--- src/rtl/tt_mux_pkg.sv ---
// Shared definitions for the tile project-select controller.
// Holds the controller state encoding, the default slot geometry, the bit
// positions inside a slot's 18-bit input word, and a helper that sizes the
// shared phase counter.
package tt_mux_pkg;

  localparam int unsigned NPROJ  = 20;  // project slots
  localparam int unsigned ADDR_W = 5;   // select address width
  localparam int unsigned OW_W   = 24;  // {uio_oe, uio_out, uo_out}
  localparam int unsigned IW_W   = 18;  // {uio_in, ui_in, rst_n, clk}

  // Slot input-word bit positions.
  localparam int unsigned IW_CLK    = 0;
  localparam int unsigned IW_RST_N  = 1;
  localparam int unsigned IW_UI_LO  = 2;
  localparam int unsigned IW_UI_HI  = 9;
  localparam int unsigned IW_UIO_LO = 10;
  localparam int unsigned IW_UIO_HI = 17;

  typedef enum logic [1:0] {
    StIdle    = 2'd0,
    StDisable = 2'd1,
    StReset   = 2'd2,
    StRun     = 2'd3
  } state_e;

  // Width of a down-counter that must hold the longer of the two phases.
  function automatic int unsigned cnt_width(int unsigned guard, int unsigned rst_len);
    int unsigned mx;
    mx = (guard > rst_len) ? guard : rst_len;
    return $clog2(mx + 1);
  endfunction

endpackage

--- src/rtl/tt_proj_sel_ctrl_if.sv ---
// Host-side select bundle of the project-select controller.
//   sel_valid/sel_ready : request handshake (transfer on valid && ready)
//   sel_addr, sel_off   : requested slot / deselect-all flag
//   sel_err             : one-cycle pulse when an out-of-range slot is rejected
//   active, active_addr : running flag and the slot being (or already) enabled
// master = host/config logic, slave = controller.
interface tt_proj_sel_ctrl_if #(
  parameter int unsigned ADDR_W = 5
) ();

  logic              sel_valid;
  logic              sel_ready;
  logic [ADDR_W-1:0] sel_addr;
  logic              sel_off;
  logic              sel_err;
  logic              active;
  logic [ADDR_W-1:0] active_addr;

  modport master (
    output sel_valid, sel_addr, sel_off,
    input  sel_ready, sel_err, active, active_addr
  );

  modport slave (
    input  sel_valid, sel_addr, sel_off,
    output sel_ready, sel_err, active, active_addr
  );

endinterface

--- src/rtl/tt_ow_mux.sv ---
// Registered NPROJ:1 selector for slot output words.
//   clk_i, rst_i : clock, asynchronous active-high reset
//   run_i        : selected slot stays in RUN across this edge
//   addr_i       : selected slot index
//   ow_all_i     : concatenated slot words, slot i at [i*OW_W +: OW_W]
//   ow_sel_o     : registered word of the selected slot, zero when not running
module tt_ow_mux #(
  parameter int unsigned NPROJ  = 20,
  parameter int unsigned ADDR_W = 5,
  parameter int unsigned OW_W   = 24
) (
  input  logic                  clk_i,
  input  logic                  rst_i,
  input  logic                  run_i,
  input  logic [ADDR_W-1:0]     addr_i,
  input  logic [NPROJ*OW_W-1:0] ow_all_i,
  output logic [OW_W-1:0]       ow_sel_o
);

  logic [OW_W-1:0] ow_d, ow_q;

  // Compare-and-select loop keeps every part-select in range for any addr_i.
  always_comb begin
    ow_d = '0;
    for (int unsigned i = 0; i < NPROJ; i++) begin
      if (run_i && (addr_i == ADDR_W'(i))) begin
        ow_d = ow_all_i[i*OW_W +: OW_W];
      end
    end
  end

  always_ff @(posedge clk_i or posedge rst_i) begin
    if (rst_i) begin
      ow_q <= '0;
    end else begin
      ow_q <= ow_d;
    end
  end

  assign ow_sel_o = ow_q;

endmodule

--- src/rtl/tt_proj_sel_ctrl.sv ---
// Project-select controller: shares the tile I/O bundle among NPROJ slots.
// A select runs DISABLE (all enables off for GUARD_CYCLES) -> RESET (chosen
// slot enabled, proj_rst_n low for RST_CYCLES) -> RUN. A deselect runs
// DISABLE -> IDLE. All outputs are registered.
//   clk, rst   : clock, asynchronous active-high reset
//   sel        : host select bundle (slave side)
//   ena        : one-hot-or-zero slot enables
//   proj_rst_n : active-low reset to the enabled slot
//   ow_all     : concatenated slot output words
//   ow_sel     : registered output word of the running slot
module tt_proj_sel_ctrl #(
  parameter int unsigned NPROJ        = tt_mux_pkg::NPROJ,
  parameter int unsigned ADDR_W       = tt_mux_pkg::ADDR_W,
  parameter int unsigned OW_W         = tt_mux_pkg::OW_W,
  parameter int unsigned GUARD_CYCLES = 2,
  parameter int unsigned RST_CYCLES   = 4
) (
  input  logic                  clk,
  input  logic                  rst,
  tt_proj_sel_ctrl_if.slave     sel,
  output logic [NPROJ-1:0]      ena,
  output logic                  proj_rst_n,
  input  logic [NPROJ*OW_W-1:0] ow_all,
  output logic [OW_W-1:0]       ow_sel
);

  import tt_mux_pkg::*;

  localparam int unsigned     CntW      = cnt_width(GUARD_CYCLES, RST_CYCLES);
  // Counter is loaded with length-1 on entry and leaves the phase at zero.
  localparam logic [CntW-1:0] GuardLoad = CntW'(GUARD_CYCLES - 1);
  localparam logic [CntW-1:0] RstLoad   = CntW'(RST_CYCLES - 1);

  state_e            state_q, state_d;
  logic [CntW-1:0]   cnt_q, cnt_d;
  logic              off_q, off_d;      // current DISABLE ends in IDLE
  logic [ADDR_W-1:0] addr_q, addr_d;
  logic [NPROJ-1:0]  ena_q, ena_d;
  logic              prst_n_q, prst_n_d;
  logic              active_q, active_d;
  logic              err_q, err_d;
  logic              ready_q, ready_d;

  logic xfer;
  logic addr_ok;

  assign xfer    = sel.sel_valid && ready_q;
  assign addr_ok = 32'(sel.sel_addr) < NPROJ;

  // State register.
  always_ff @(posedge clk or posedge rst) begin
    if (rst) begin
      state_q  <= StIdle;
      cnt_q    <= '0;
      off_q    <= 1'b0;
      addr_q   <= '0;
      ena_q    <= '0;
      prst_n_q <= 1'b0;
      active_q <= 1'b0;
      err_q    <= 1'b0;
      ready_q  <= 1'b1;
    end else begin
      state_q  <= state_d;
      cnt_q    <= cnt_d;
      off_q    <= off_d;
      addr_q   <= addr_d;
      ena_q    <= ena_d;
      prst_n_q <= prst_n_d;
      active_q <= active_d;
      err_q    <= err_d;
      ready_q  <= ready_d;
    end
  end

  // Next-state logic.
  always_comb begin
    state_d = state_q;
    cnt_d   = cnt_q;
    off_d   = off_q;
    addr_d  = addr_q;
    err_d   = 1'b0;
    case (state_q)
      StIdle, StRun: begin
        if (xfer) begin
          if (sel.sel_off) begin
            // Deselect from IDLE has nothing to tear down.
            if (state_q == StRun) begin
              state_d = StDisable;
              cnt_d   = GuardLoad;
              off_d   = 1'b1;
            end
          end else if (!addr_ok) begin
            err_d = 1'b1;
          end else begin
            state_d = StDisable;
            cnt_d   = GuardLoad;
            off_d   = 1'b0;
            addr_d  = sel.sel_addr;
          end
        end
      end
      StDisable: begin
        if (cnt_q == '0) begin
          if (off_q) begin
            state_d = StIdle;
          end else begin
            state_d = StReset;
            cnt_d   = RstLoad;
          end
        end else begin
          cnt_d = cnt_q - CntW'(1);
        end
      end
      StReset: begin
        if (cnt_q == '0) begin
          state_d = StRun;
        end else begin
          cnt_d = cnt_q - CntW'(1);
        end
      end
      default: state_d = StIdle;
    endcase
  end

  // Output logic: registered outputs follow the next state.
  always_comb begin
    ready_d  = (state_d == StIdle) || (state_d == StRun);
    prst_n_d = (state_d == StRun);
    active_d = (state_d == StRun);
    for (int unsigned i = 0; i < NPROJ; i++) begin
      ena_d[i] = ((state_d == StReset) || (state_d == StRun)) && (addr_d == ADDR_W'(i));
    end
  end

  // Word is passed only while the slot stays in RUN, so a restart or
  // deselect zeroes it on the following cycle.
  tt_ow_mux #(
    .NPROJ  (NPROJ),
    .ADDR_W (ADDR_W),
    .OW_W   (OW_W)
  ) u_ow_mux (
    .clk_i    (clk),
    .rst_i    (rst),
    .run_i    ((state_q == StRun) && (state_d == StRun)),
    .addr_i   (addr_q),
    .ow_all_i (ow_all),
    .ow_sel_o (ow_sel)
  );

  assign ena             = ena_q;
  assign proj_rst_n      = prst_n_q;
  assign sel.sel_ready   = ready_q;
  assign sel.sel_err     = err_q;
  assign sel.active      = active_q;
  assign sel.active_addr = addr_q;

endmodule
--- src/flat_wrapper.sv ---
// flat-port wrapper written by rule: the top's interface ports become plain ports
module tt_proj_sel_ctrl_flat import tt_mux_pkg::*;
#(
  parameter int unsigned NPROJ        = tt_mux_pkg::NPROJ,
  parameter int unsigned ADDR_W       = tt_mux_pkg::ADDR_W,
  parameter int unsigned OW_W         = tt_mux_pkg::OW_W,
  parameter int unsigned GUARD_CYCLES = 2,
  parameter int unsigned RST_CYCLES   = 4
)
  (clk, rst, ena, proj_rst_n, ow_all, ow_sel, sel_sel_valid, sel_sel_addr, sel_sel_off, sel_sel_ready, sel_sel_err, sel_active, sel_active_addr);
  tt_proj_sel_ctrl_if #(.ADDR_W(ADDR_W)) sel_i ();
  input  logic clk;
  input  logic rst;
  output logic [NPROJ-1:0] ena;
  output logic proj_rst_n;
  input  logic [NPROJ*OW_W-1:0] ow_all;
  output logic [OW_W-1:0] ow_sel;
  input wire logic [$bits(sel_i.sel_valid)-1:0] sel_sel_valid;
  input wire logic [$bits(sel_i.sel_addr)-1:0] sel_sel_addr;
  input wire logic [$bits(sel_i.sel_off)-1:0] sel_sel_off;
  output wire logic [$bits(sel_i.sel_ready)-1:0] sel_sel_ready;
  output wire logic [$bits(sel_i.sel_err)-1:0] sel_sel_err;
  output wire logic [$bits(sel_i.active)-1:0] sel_active;
  output wire logic [$bits(sel_i.active_addr)-1:0] sel_active_addr;
  assign sel_i.sel_valid = sel_sel_valid;
  assign sel_i.sel_addr = sel_sel_addr;
  assign sel_i.sel_off = sel_sel_off;
  assign sel_sel_ready = sel_i.sel_ready;
  assign sel_sel_err = sel_i.sel_err;
  assign sel_active = sel_i.active;
  assign sel_active_addr = sel_i.active_addr;
  tt_proj_sel_ctrl #(.NPROJ(NPROJ), .ADDR_W(ADDR_W), .OW_W(OW_W), .GUARD_CYCLES(GUARD_CYCLES), .RST_CYCLES(RST_CYCLES)) u_core (.clk(clk), .rst(rst), .sel(sel_i), .ena(ena), .proj_rst_n(proj_rst_n), .ow_all(ow_all), .ow_sel(ow_sel));
endmodule
--- config.mk ---
export PLATFORM = sky130hd
export DESIGN_NAME = tt_proj_sel_ctrl_flat
export DESIGN_NICKNAME = d
export VERILOG_FILES = /design/src/rtl/tt_mux_pkg.sv /design/src/rtl/tt_proj_sel_ctrl_if.sv /design/src/rtl/tt_ow_mux.sv /design/src/rtl/tt_proj_sel_ctrl.sv /design/src/flat_wrapper.sv
export SDC_FILE = /design/constraint.sdc
export NUM_CORES = 1
export LEC_CHECK = 0
export BUFFER_PORTS_ARGS = -buffer_cell sky130_fd_sc_hd__buf_4
export CORE_AREA = 3 3 212 214
export DETAILED_ROUTE_END_ITERATION = 8
export DIE_AREA = 0 0 215 217
export GPL_ROUTABILITY_DRIVEN = 0
export SYNTH_ARGS = -nofsm -noshare
export SYNTH_HDL_FRONTEND = slang
export SYNTH_SLANG_ARGS = --single-unit
--- constraint.sdc ---
create_clock -name clk -period 3.75 [get_ports clk]
set_input_delay 0.75 -clock clk [delete_from_list [all_inputs] [get_ports clk]]
set_output_delay 0.75 -clock clk [all_outputs]
set_load 0.01 [all_outputs]
==> results.toml, run 1 <==
[status]
outcome = "complete, no violations"

[pwr]
static-leakage-power_nw = 5.846
power.density_cell_area_nw_per_um2 = 454.7
max-vdd-ir-drop_v = 0.0002579

[yosys]
synth_edf_count = 0
postSynthRegisterBits = 58
mappedNetlistArea_um2 = 6982
yosys_most_used_dff = "sky130_fd_sc_hd__dfrtp_1"
synth_common_cells = "sky130_fd_sc_hd__nor2_1 (98), sky130_fd_sc_hd__a21oi_1 (93), sky130_fd_sc_hd__mux2i_1 (85)"
yosysMostFrequentCell = "sky130_fd_sc_hd__nor2_1"
number_of_nets_in_the_synthesized_netlist = 1384
synth-async-reset-ratio = 1.000
synthTopCellsByArea = "sky130_fd_sc_hd__dfrtp_1 (20%), sky130_fd_sc_hd__mux2i_1 (12%), sky130_fd_sc_hd__a21oi_1 (6.7%), sky130_fd_sc_hd__mux2_2 (6.1%), sky130_fd_sc_hd__nor2_1 (5.3%)"
main_combinational_cell_family_by_area_after_synthesis = "compound AO/OA/AOI/OAI gates"
yosys-mux-area-fraction = 0.1939
synth_top_cell_area_share = 0.2043
synth_compound_gate_area_share = 0.3457
synth_top_area_cell = "sky130_fd_sc_hd__dfrtp_1"
synth.yosys.warnings = 0
synth_adder_area_share = 0.01254
synth-simple-area-share = 0.1620
yosysUniqueCellTypes = 74
register_area_share_after_synthesis = 0.2081
synthesis.instances = 888
post_synth_xor_area_fraction = 0
postSynthAreaPerCell_um2 = 7.862

[floorplan]
starting_density_of_the_core = 0.1621
coreArea_um2 = 43080
die_w_um = 215
io-pin-count = 542
design.die.area_um2 = 46660
chipHeight_um = 217
placement_rows = 76

[routing]
post-route-drc-count = 0
viasPerCell = 4.834
routedWlPerCell_um = 24.83
route.final.wire_length_um = 50660
drtAntennaViolNets = 0
vias = 9861
firstDrtPassIters = 5
drt-initial-drc-count = 609

[clocking]
cts-root-to-sink-buffers = 2
clkTransAtPathRegs_ns = 0.06
post_cts_hold_buffer_count = 0
clock_tree_from_tritoncts = "built"
cts_root_buf = "sky130_fd_sc_hd__clkbuf_16"
cts.sinks = 58
number_of_buffers_created_by_cts = 9
worstSkewPairLatency_ns = 0.34
ctsHtreeMaxLevel = 3

[timing]
whs_ns = 0.3658
worst_slew_pin_slew_ns = 0.7601
final_period_minus_worst_setup_slack_ns = 3.575
maxClockFrequency_mhz = 279.7
unrepaired_setup_endpoints_after_global_routing = "false"
skew_ns = 0.009153
timing.slew.headroom = 0.4910
setup_viol = 0
drv_slew = 0
finalCritPeriodShare = 0.9534
timing.final.hold_violations = 0

[worst_setup_path]
r2r.worst_path.cells = 16
timing.critical_path.required_ns = 4.01
regToRegEndpoint = "u_core.u_ow_mux.ow_sel_o[15]$_DFF_PP0_"
critPathKind = "flop to flop"
timing.critical_path.fanout_max = 17
critPathCaptureType = "flop"
start_kind = "flop"
critical_path_arrival_ns = 3.84
rrSetupSlack_ns = 0.17
crit-reg2reg-launch = "u_core.state_q[0]$_DFF_PP0_"

[global_routing]
groute.usage.overall = 0.2043
maximum_number_of_pins_on_one_net_before_global_route_repair = 67
antenna_violations_before_repair = 2
grt_remaining_overflow = 0
grt_pass1_vias = 10210
global_route_wire_length_before_repair_um = 70380

[finish]
area.growth.synth_to_final_pct = 79.89
post_route_cells_drive_above_1_share = 0.5007
multiInputGateArea_um2 = 5071
seq_area_um2 = 1461
final-instance-count-excl-fill = 2040
final_stage_net_count = 1945
fillers = 4678

[placement]
placedCellCount = 2023
post-dp-hpwl_um = 42520
port_buffers = 541

[run]
max_cap_viol_count = 0

[min_path]
min-delay-path-class = "primary input to asynchronous set/reset pin"
## cell usage in the layout (no fill, tap or decap), types with 4 or more instances in the layout
| master | count |
|---|---|
| sky130_fd_sc_hd__a2111oi_1 | 5 |
| sky130_fd_sc_hd__a2111oi_2 | 4 |
| sky130_fd_sc_hd__a211oi_1 | 14 |
| sky130_fd_sc_hd__a21o_1 | 7 |
| sky130_fd_sc_hd__a21oi_1 | 93 |
| sky130_fd_sc_hd__a221oi_1 | 5 |
| sky130_fd_sc_hd__a22o_1 | 5 |
| sky130_fd_sc_hd__a22oi_1 | 42 |
| sky130_fd_sc_hd__a2bb2oi_1 | 14 |
| sky130_fd_sc_hd__a31oi_1 | 20 |
| sky130_fd_sc_hd__and2_1 | 4 |
| sky130_fd_sc_hd__buf_12 | 11 |
| sky130_fd_sc_hd__buf_4 | 623 |
| sky130_fd_sc_hd__clkbuf_16 | 9 |
| sky130_fd_sc_hd__dfrtp_1 | 54 |
| sky130_fd_sc_hd__ha_1 | 4 |
| sky130_fd_sc_hd__inv_1 | 17 |
| sky130_fd_sc_hd__mux2_2 | 38 |
| sky130_fd_sc_hd__mux2i_1 | 85 |
| sky130_fd_sc_hd__nand2_1 | 48 |
| sky130_fd_sc_hd__nand2b_1 | 9 |
| sky130_fd_sc_hd__nand3_1 | 15 |
| sky130_fd_sc_hd__nor2_1 | 96 |
| sky130_fd_sc_hd__nor2b_1 | 16 |
| sky130_fd_sc_hd__nor2b_2 | 4 |
| sky130_fd_sc_hd__nor3_1 | 9 |
| sky130_fd_sc_hd__o2111ai_1 | 4 |
| sky130_fd_sc_hd__o21ai_0 | 52 |
| sky130_fd_sc_hd__o21ai_1 | 4 |
| sky130_fd_sc_hd__o221ai_1 | 4 |
| sky130_fd_sc_hd__o22a_1 | 7 |
| sky130_fd_sc_hd__o22ai_1 | 28 |
| sky130_fd_sc_hd__o2bb2ai_1 | 8 |
| sky130_fd_sc_hd__o311ai_0 | 5 |
| sky130_fd_sc_hd__o31ai_1 | 4 |
| sky130_fd_sc_hd__o32a_1 | 8 |
| sky130_fd_sc_hd__o32ai_1 | 6 |
## layout make-up
| class | instances | area share |
|---|---|---|
| diodes | 1 | 0.0001992 |
| clock buffers | 9 | 0.01793 |
| clock inverters | 7 | 0.008169 |
| inverters | 18 | 0.005380 |
| multi-input cells | 728 | 0.4038 |
| flip-flops and latches | 58 | 0.1164 |
| well taps | 585 | 0.05828 |
| repair buffers | 634 | 0.3899 |
## worst max path at each step
stage / from / end / cells after the start
floorplan: sel_sel_addr[3] / u_core.u_ow_mux.ow_sel_o[20]$_DFF_PP0_ / 12
global placement: sel_sel_addr[3] / u_core.u_ow_mux.ow_sel_o[0]$_DFF_PP0_ / 14
detailed placement: sel_sel_addr[3] / u_core.u_ow_mux.ow_sel_o[0]$_DFF_PP0_ / 14
CTS: u_core.state_q[0]$_DFF_PP0_ / u_core.u_ow_mux.ow_sel_o[23]$_DFF_PP0_ / 16
global route: sel_sel_addr[3] / u_core.u_ow_mux.ow_sel_o[23]$_DFF_PP0_ / 16
finish: u_core.state_q[0]$_DFF_PP0_ / u_core.u_ow_mux.ow_sel_o[15]$_DFF_PP0_ / 16
## cell families after synthesis
family / count (synthesis)
AO/OA/AOI/OAI: 360
AND/OR/NAND/NOR: 234
multiplexers: 127
buffers and inverters: 102
flip-flops: 58
adder cells (fa/ha/maj): 7
## power by group
group / total [mW] / switching (mW) / leakage [nW] / internal (mW)
Sequential: 1.03 / 0.302 / 0.784 / 0.724
Combinational: 3.73 / 2.13 / 4.91 / 1.60
Clock: 0.955 / 0.366 / 0.156 / 0.588
Total: 5.71 / 2.80 / 5.85 / 2.92
## critical path, cell delays in order (launching register included)
cell and delay, ns:
sky130_fd_sc_hd__dfrtp_1 0.42, sky130_fd_sc_hd__inv_1 0.08, sky130_fd_sc_hd__ha_2 0.33, sky130_fd_sc_hd__inv_1 0.20, sky130_fd_sc_hd__and3_1 0.18, sky130_fd_sc_hd__a21oi_1 0.05, sky130_fd_sc_hd__o22ai_2 0.20, sky130_fd_sc_hd__ha_2 0.30
sky130_fd_sc_hd__nand3b_1 0.12, sky130_fd_sc_hd__buf_4 0.19, sky130_fd_sc_hd__nor3_4 0.25, sky130_fd_sc_hd__buf_12 0.19, sky130_fd_sc_hd__buf_4 0.17, sky130_fd_sc_hd__o2bb2ai_1 0.11, sky130_fd_sc_hd__o22ai_1 0.12, sky130_fd_sc_hd__a31oi_1 0.34
sky130_fd_sc_hd__a2bb2oi_1 0.21
## per-stage QoR
step	util	TNS, ns	cell area [µm²]	power (mW)	worst slack (ns)
floorplan	-	0	6982	3.241	0.5288
detailed placement	0.2825	-2.542	12170	4.751	-0.2925
global route	0.2916	0	12560	6.088	0.01733
CTS	0.2904	0	12510	5.761	0.05019
global placement	0.2825	-0.8738	12170	4.740	-0.1904
finish	0.2916	0	12560	5.711	0.1747
## state kept, by name (all words and copies together) (netlist names), 2 cells and up
name,flops
u_core.sel.active_addr,5
u_core.ena,20
u_core.cnt_q,3
u_core.state_q,2
u_core.u_ow_mux.ow_sel_o,24
## layer usage
layer | GRT usage | up-vias | share of wire
met2 | 0.3601 | 491 | 0.49
met1 | 0.2609 | 4795 | 0.43
met5 | 0 | - | 0.00020
met3 | 0.03351 | 46 | 0.061
li1 | - | 4527 | -
met4 | 0.05001 | 2 | 0.021
## repair_timing
action                     4_1_cts  5_1_grt
hold endpoints to repair         0        0
buffers inserted                 0        0
setup endpoints to repair        3       16
resized for setup                3       13
pin swaps                        1        0
No activity file was read; power rests on OpenSTA's default activity.
==> run 2, diff against run 1 <==
REMOVE_ABC_BUFFERS = 1   (was unset)
==> results.toml, run 2 (same netlist as run 1, synthesis figures left out) <==
[status]
outcome = "complete, no violations"

[global_routing]
groute.usage.overall = 0.2130
antenna_violations_before_repair = 7
maximum_number_of_pins_on_one_net_before_global_route_repair = 62
grt_remaining_overflow = 0
grt_pass1_vias = 10510
global_route_wire_length_before_repair_um = 72640

[floorplan]
io-pin-count = 542
die_w_um = 215
starting_density_of_the_core = 0.1621
coreArea_um2 = 43080
design.die.area_um2 = 46660
placement_rows = 76
chipHeight_um = 217

[finish]
largest_register_ffs = 24
n_antenna_cell = 0
finalCoreUtilization = 0.2904
final-instance-count-excl-fill = 2039
final_stage_net_count = 1945
layout.cells.most_common = "sky130_fd_sc_hd__buf_4"
mostFrequentLayoutCells = "sky130_fd_sc_hd__buf_4 (623), sky130_fd_sc_hd__nor2_1 (95), sky130_fd_sc_hd__a21oi_1 (90)"
area.growth.synth_to_final_pct = 79.16
post_route_cells_drive_above_1_share = 0.5048

[clocking]
worstSkewPairLatency_ns = 0.35
cts-root-to-sink-buffers = 2
clock_tree_from_tritoncts = "built"
number_of_buffers_created_by_cts = 9
clkTransAtPathRegs_ns = 0.07
cts.sinks = 58
cts_root_buf = "sky130_fd_sc_hd__clkbuf_16"
ctsHtreeMaxLevel = 3

[min_path]
min-delay-path-class = "primary input to asynchronous set/reset pin"

[timing]
timing.slew.headroom = 0.3408
worst_slew_pin_slew_ns = 0.9864
drv_slew = 0
timing.final.hold_violations = 0
setup_viol = 0
finalCritPeriodShare = 0.9650
unrepaired_setup_endpoints_after_global_routing = "false"
maxClockFrequency_mhz = 276.3
whs_ns = 0.5139
skew_ns = 0.01618
final_critical_path_setup_slack_ns = 0.1313
final_period_minus_worst_setup_slack_ns = 3.619

[pwr]
power_frac_seq = 0.179
sw_share = 0.5054
clockPowerShare = 0.141
max-vdd-ir-drop_v = 0.0002761
post-layout-total-power_mw = 5.697
pwr-share-comb = 0.681
static-leakage-power_nw = 5.811
switchingPower_mw = 2.879
power.density_cell_area_nw_per_um2 = 455.4
p_int_mw = 2.817

[worst_setup_path]
critical_path_arrival_ns = 3.87
timing.critical_path.fanout_max = 10
timing.critical_path.required_ns = 4.00
start_kind = "primary input"
worstPathCellList = "buf_4, o21ai_1, o211ai_1, o21ai_0, a21oi_2, a21oi_2, ha_2, nand3b_1, buf_4, buf_4, nor3_1, buf_4, a31oi_1, o311a_1, o22ai_1"
cp.buffers_inverters = 4
critical-path-top-delay-family = "compound AO/OA/AOI/OAI gates"
critPathCaptureType = "flop"
critPathKind = "primary input to flop"
rrSetupSlack_ns = 0.21
timing.critical_path.mode_cell = "sky130_fd_sc_hd__buf_4"
crit_path_max_incr_delay_ns = 0.33
critical-path-slowest-cell = "sky130_fd_sc_hd__o21ai_0"

[routing]
routedWlPerCell_um = 25.68
viasPerCell = 4.900
post-route-drc-count = 0
route.final.wire_length_um = 52360
drt-initial-drc-count = 692
vias = 9992
firstDrtPassIters = 5
drtAntennaViolNets = 0

[placement]
placedCellCount = 2022
post-dp-hpwl_um = 43380
preCtsSetupSlack_ns = -0.6105
port_buffers = 541

[run]
max_cap_viol_count = 0
[run 2: power groups by stage]
stage	combinational (mW)	clock (mW)	sequential, mW
after CTS	3.85	0.824	1.02
after global routing	4.16	0.860	1.04
after detailed placement	3.84	0	1.03
final	3.88	0.801	1.02
after global placement	3.81	0	1.02
after floorplan	1.95	0	1.25
[run 2: per-layer routing]
metal	share of wire	routed length, µm	global-route usage
met3	0.078	4077	0.06060
met5	0.0015	79	0
met2	0.48	25240	0.3660
met1	0.42	21850	0.2640
met4	0.021	1112	0.05111
[run 2: metrics by stage]
step	setup TNS [ns]	area [µm²]
2_1_floorplan	-63.11	6506
3_3_place_gp	-4.299	12170
3_5_place_dp	-6.185	12170
4_1_cts	0	12470
5_1_grt	0	12510
6_report	0	12510
[run 2: final timing paths]
check	depth (start not counted)	end	startpoint
max reg2reg	16	u_core.u_ow_mux.ow_sel_o[0]$_DFF_PP0_	u_core.state_q[0]$_DFF_PP0_
min reg2reg	1	u_core.cnt_q[0]$_DFFE_PP0P_	u_core.cnt_q[0]$_DFFE_PP0P_
min in group clk	1	u_core.cnt_q[0]$_DFFE_PP0P_	u_core.cnt_q[0]$_DFFE_PP0P_
min	2	u_core.u_ow_mux.ow_sel_o[16]$_DFF_PP0_	rst
max in group asynchronous	3	u_core.proj_rst_n$_DFF_PP0_	rst
max	15	u_core.u_ow_mux.ow_sel_o[0]$_DFF_PP0_	sel_sel_addr[3]
[run 2: worst reg2reg max path, delay by kind of cell, from the launching register on]
| family | cells | cell delay (ns) |
|---|---|---|
| compound gates | 6 | 1.11 |
| flops | 1 | 0.43 |
| fa+ha+maj | 2 | 0.62 |
| buf+inv | 5 | 0.69 |
| simple gates | 3 | 0.57 |
[run 2: layout make-up]
class                           instances  area, µm²
Sequential cell                        58       1461
Timing Repair Buffer                  634       4897
Tap cell                              585      732.0
Inverter                               18      67.56
Multi-Input combinational cell        728       5070
Clock buffer                           10      239.0
Clock inverter                          6      41.29
Fill cell                            4631      30570
[run 2: timing repair]
| action | CTS | global route |
|---|---|---|
| hold buffers | 0 | 0 |
| gates cloned | 0 | 0 |
| setup endpoints to repair | 4 | 24 |
| buffers inserted | 0 | 1 |
| gates resized for setup | 7 | 11 |
| pin swaps | 0 | 1 |
| hold endpoints to repair | 0 | 0 |
==> run 3, diff against run 2 <==
CORE_AREA = 3 3 210 212   (was 3 3 212 214)
DIE_AREA = 0 0 213 215   (was 0 0 215 217)
SYNTH_HIERARCHICAL = 1   (was unset)
==> results.toml, run 3 <==
[clocking]
cts_root_buf = "sky130_fd_sc_hd__clkbuf_16"
post_cts_hold_buffer_count = 0
number_of_buffers_created_by_cts = 9
clock_tree_from_tritoncts = "built"
clkTransAtPathRegs_ns = 0.06
cts-root-to-sink-buffers = 2
cts.sinks = 58
ctsHtreeMaxLevel = 3
worstSkewPairLatency_ns = 0.35

[yosys]
synth.yosys.warnings = 6
register_area_share_after_synthesis = 0.1963
post_synth_xor_area_fraction = 0
synth_edf_count = 0
synth_compound_gate_area_share = 0.3172
yosys_most_used_dff = "sky130_fd_sc_hd__dfrtp_1"
main_combinational_cell_family_by_area_after_synthesis = "compound AO/OA/AOI/OAI gates"
synthesis.instances = 888
yosysUniqueCellTypes = 95
yosysMostFrequentCell = "sky130_fd_sc_hd__a21oi_1"
yosys-mux-area-fraction = 0.2085
postSynthRegisterBits = 58
synth-async-reset-ratio = 1.000
synth_top_cell_area_share = 0.1927
synth_top_area_cell = "sky130_fd_sc_hd__dfrtp_1"
postSynthAreaPerCell_um2 = 8.334
mappedNetlistArea_um2 = 7401
synth_common_cells = "sky130_fd_sc_hd__a21oi_1 (112), sky130_fd_sc_hd__o21ai_0 (73), sky130_fd_sc_hd__nor2_1 (68)"
synthTopCellsByArea = "sky130_fd_sc_hd__dfrtp_1 (19%), sky130_fd_sc_hd__mux4_2 (10%), sky130_fd_sc_hd__a21oi_1 (7.6%), sky130_fd_sc_hd__mux2i_1 (7.3%), sky130_fd_sc_hd__o21ai_0 (4.9%)"
synth_adder_area_share = 0.01183
synth-simple-area-share = 0.1770

[routing]
drtAntennaViolNets = 0
viasPerCell = 5.136
post-route-drc-count = 0
vias = 10130
routedWlPerCell_um = 27.83
drt-initial-drc-count = 745
firstDrtPassIters = 5
route.final.wire_length_um = 54890

[timing]
final_period_minus_worst_setup_slack_ns = 3.543
skew_ns = 0.01859
timing.final.hold_violations = 0
drv_slew = 0
setup_viol = 0
whs_ns = 0.5524
finalCritPeriodShare = 0.9449
worst_slew_pin_slew_ns = 0.9255
timing.slew.headroom = 0.3830
unrepaired_setup_endpoints_after_global_routing = "false"
maxClockFrequency_mhz = 282.2

[min_path]
min-delay-path-class = "flop to flop"

[finish]
seq_area_um2 = 1460
finalCoreUtilization = 0.2979
area.growth.synth_to_final_pct = 69.62
layout.cells.most_common = "sky130_fd_sc_hd__buf_4"
final_stage_net_count = 1920
multiInputGateArea_um2 = 5328
largest_register_ffs = 24
post_route_cells_drive_above_1_share = 0.5059
final-instance-count-excl-fill = 1972
mostFrequentLayoutCells = "sky130_fd_sc_hd__buf_4 (602), sky130_fd_sc_hd__a21oi_1 (112), sky130_fd_sc_hd__o21ai_0 (73)"
fillers = 4487

[worst_setup_path]
critical_path_arrival_ns = 3.76
critical-path-slowest-cell = "sky130_fd_sc_hd__dfrtp_1"
critPathKind = "flop to flop"
crit_path_max_incr_delay_ns = 0.43
timing.critical_path.required_ns = 3.97
start_kind = "flop"
critPathCaptureType = "flop"
worstPathCellList = "inv_1, ha_1, buf_4, a311oi_2, inv_2, ha_1, and2_1, buf_12, and4bb_1, buf_12, and3_1, a2111oi_0, a21oi_1, o2bb2ai_1, nand2_1"
timing.critical_path.fanout_max = 12

[pwr]
max-vdd-ir-drop_v = 0.0002603
power.density_cell_area_nw_per_um2 = 468.2
static-leakage-power_nw = 5.705

[global_routing]
global_route_wire_length_before_repair_um = 76170
antenna_violations_before_repair = 5
grt_pass1_vias = 10640
grt_remaining_overflow = 0
groute.usage.overall = 0.2292
maximum_number_of_pins_on_one_net_before_global_route_repair = 65

[floorplan]
starting_density_of_the_core = 0.1756
placement_rows = 75
die_w_um = 213
io-pin-count = 542
coreArea_um2 = 42130
chipHeight_um = 215
design.die.area_um2 = 45800

[run]
max_cap_viol_count = 0

[status]
outcome = "complete, no violations"

[placement]
post-dp-hpwl_um = 44870
port_buffers = 541
placedCellCount = 1950
==> run 3: cell count changes in the layout (fill, tap and decap cells not counted), sizes merged, moves of 27 or more <==
cell and delta:
nor2 -29, mux4 +32, o21ai +28, nor3 +28
a22oi -27, mux2i -31
==> run 3: layout make-up <==
class                      instances  share of cell area
antenna                            4           0.0007974
clock buffer                       9             0.01794
clock inverter                     7            0.006180
inverter                          21            0.006279
multi-input combinational        723              0.4244
sequential                        58              0.1163
tap                              539             0.05372
timing repair buffer             611              0.3744
==> run 3: where the power goes <==
part           switching (mW)  internal (mW)  leakage [nW]
Sequential              0.346          0.723         0.788
Combinational            2.24           1.67          4.78
Clock                   0.377          0.519         0.134
Total                    2.96           2.91          5.70
==> run 3: worst max-delay path, delay by kind of cell, from the launching register on <==
kind,cells,cell delay (ns)
buffers and inverters,5,0.70
flip-flops,1,0.43
AND/OR/NAND/NOR,4,0.68
AO/OA/AOI/OAI,4,0.99
adder cells (fa/ha/maj),2,0.63
==> run 3: routing by layer <==
metal	routed length, µm	global-route usage
met2	26940	0.3931
met5	27	0
met1	22950	0.2960
met3	4236	0.05104
met4	729	0.04280
==> run 3: timing repair <==
item,in CTS,in global routing
endpoints found under the setup margin,0,6
resized for setup,0,3
setup buffers,0,2
==> run 3: cell families after synthesis <==
family                   count (synthesis)
AO/OA/AOI/OAI                          363
adder cells (fa/ha/maj)                  7
buffers and inverters                  107
flip-flops                              58
multiplexers                           109
AND/OR/NAND/NOR                        244
==> run 3: metrics by stage <==
stage                     power [mW]  setup slack (ns)  setup TNS, ns  area [µm²]
after floorplan                3.247            -3.944        -118.80        6819
after global placement         4.959           0.09016              0       12220
after detailed placement       4.994           0.01062              0       12220
after CTS                      5.908           0.07875              0       12520
after global routing           6.220         0.0004503              0       12550
final                          5.877            0.2067              0       12550
==> run 3: final timing paths <==
path                                             start  slack, ns                               endpoint  cells past startpoint
max                        u_core/state_q[0]$_DFF_PP0_       0.21  u_core/u_ow_mux/ow_sel_o[5]$_DFF_PP0_                     15
min                        u_core/cnt_q[0]$_DFFE_PP0P_       0.55            u_core/cnt_q[0]$_DFFE_PP0P_                      1
max reg2reg                u_core/state_q[0]$_DFF_PP0_       0.21  u_core/u_ow_mux/ow_sel_o[5]$_DFF_PP0_                     15
min reg2reg                u_core/cnt_q[0]$_DFFE_PP0P_       0.55            u_core/cnt_q[0]$_DFFE_PP0P_                      1
max in group asynchronous                          rst       2.43               u_core/ena[13]$_DFF_PP0_                      3
min in group asynchronous                          rst       0.58  u_core/u_ow_mux/ow_sel_o[7]$_DFF_PP0_                      2
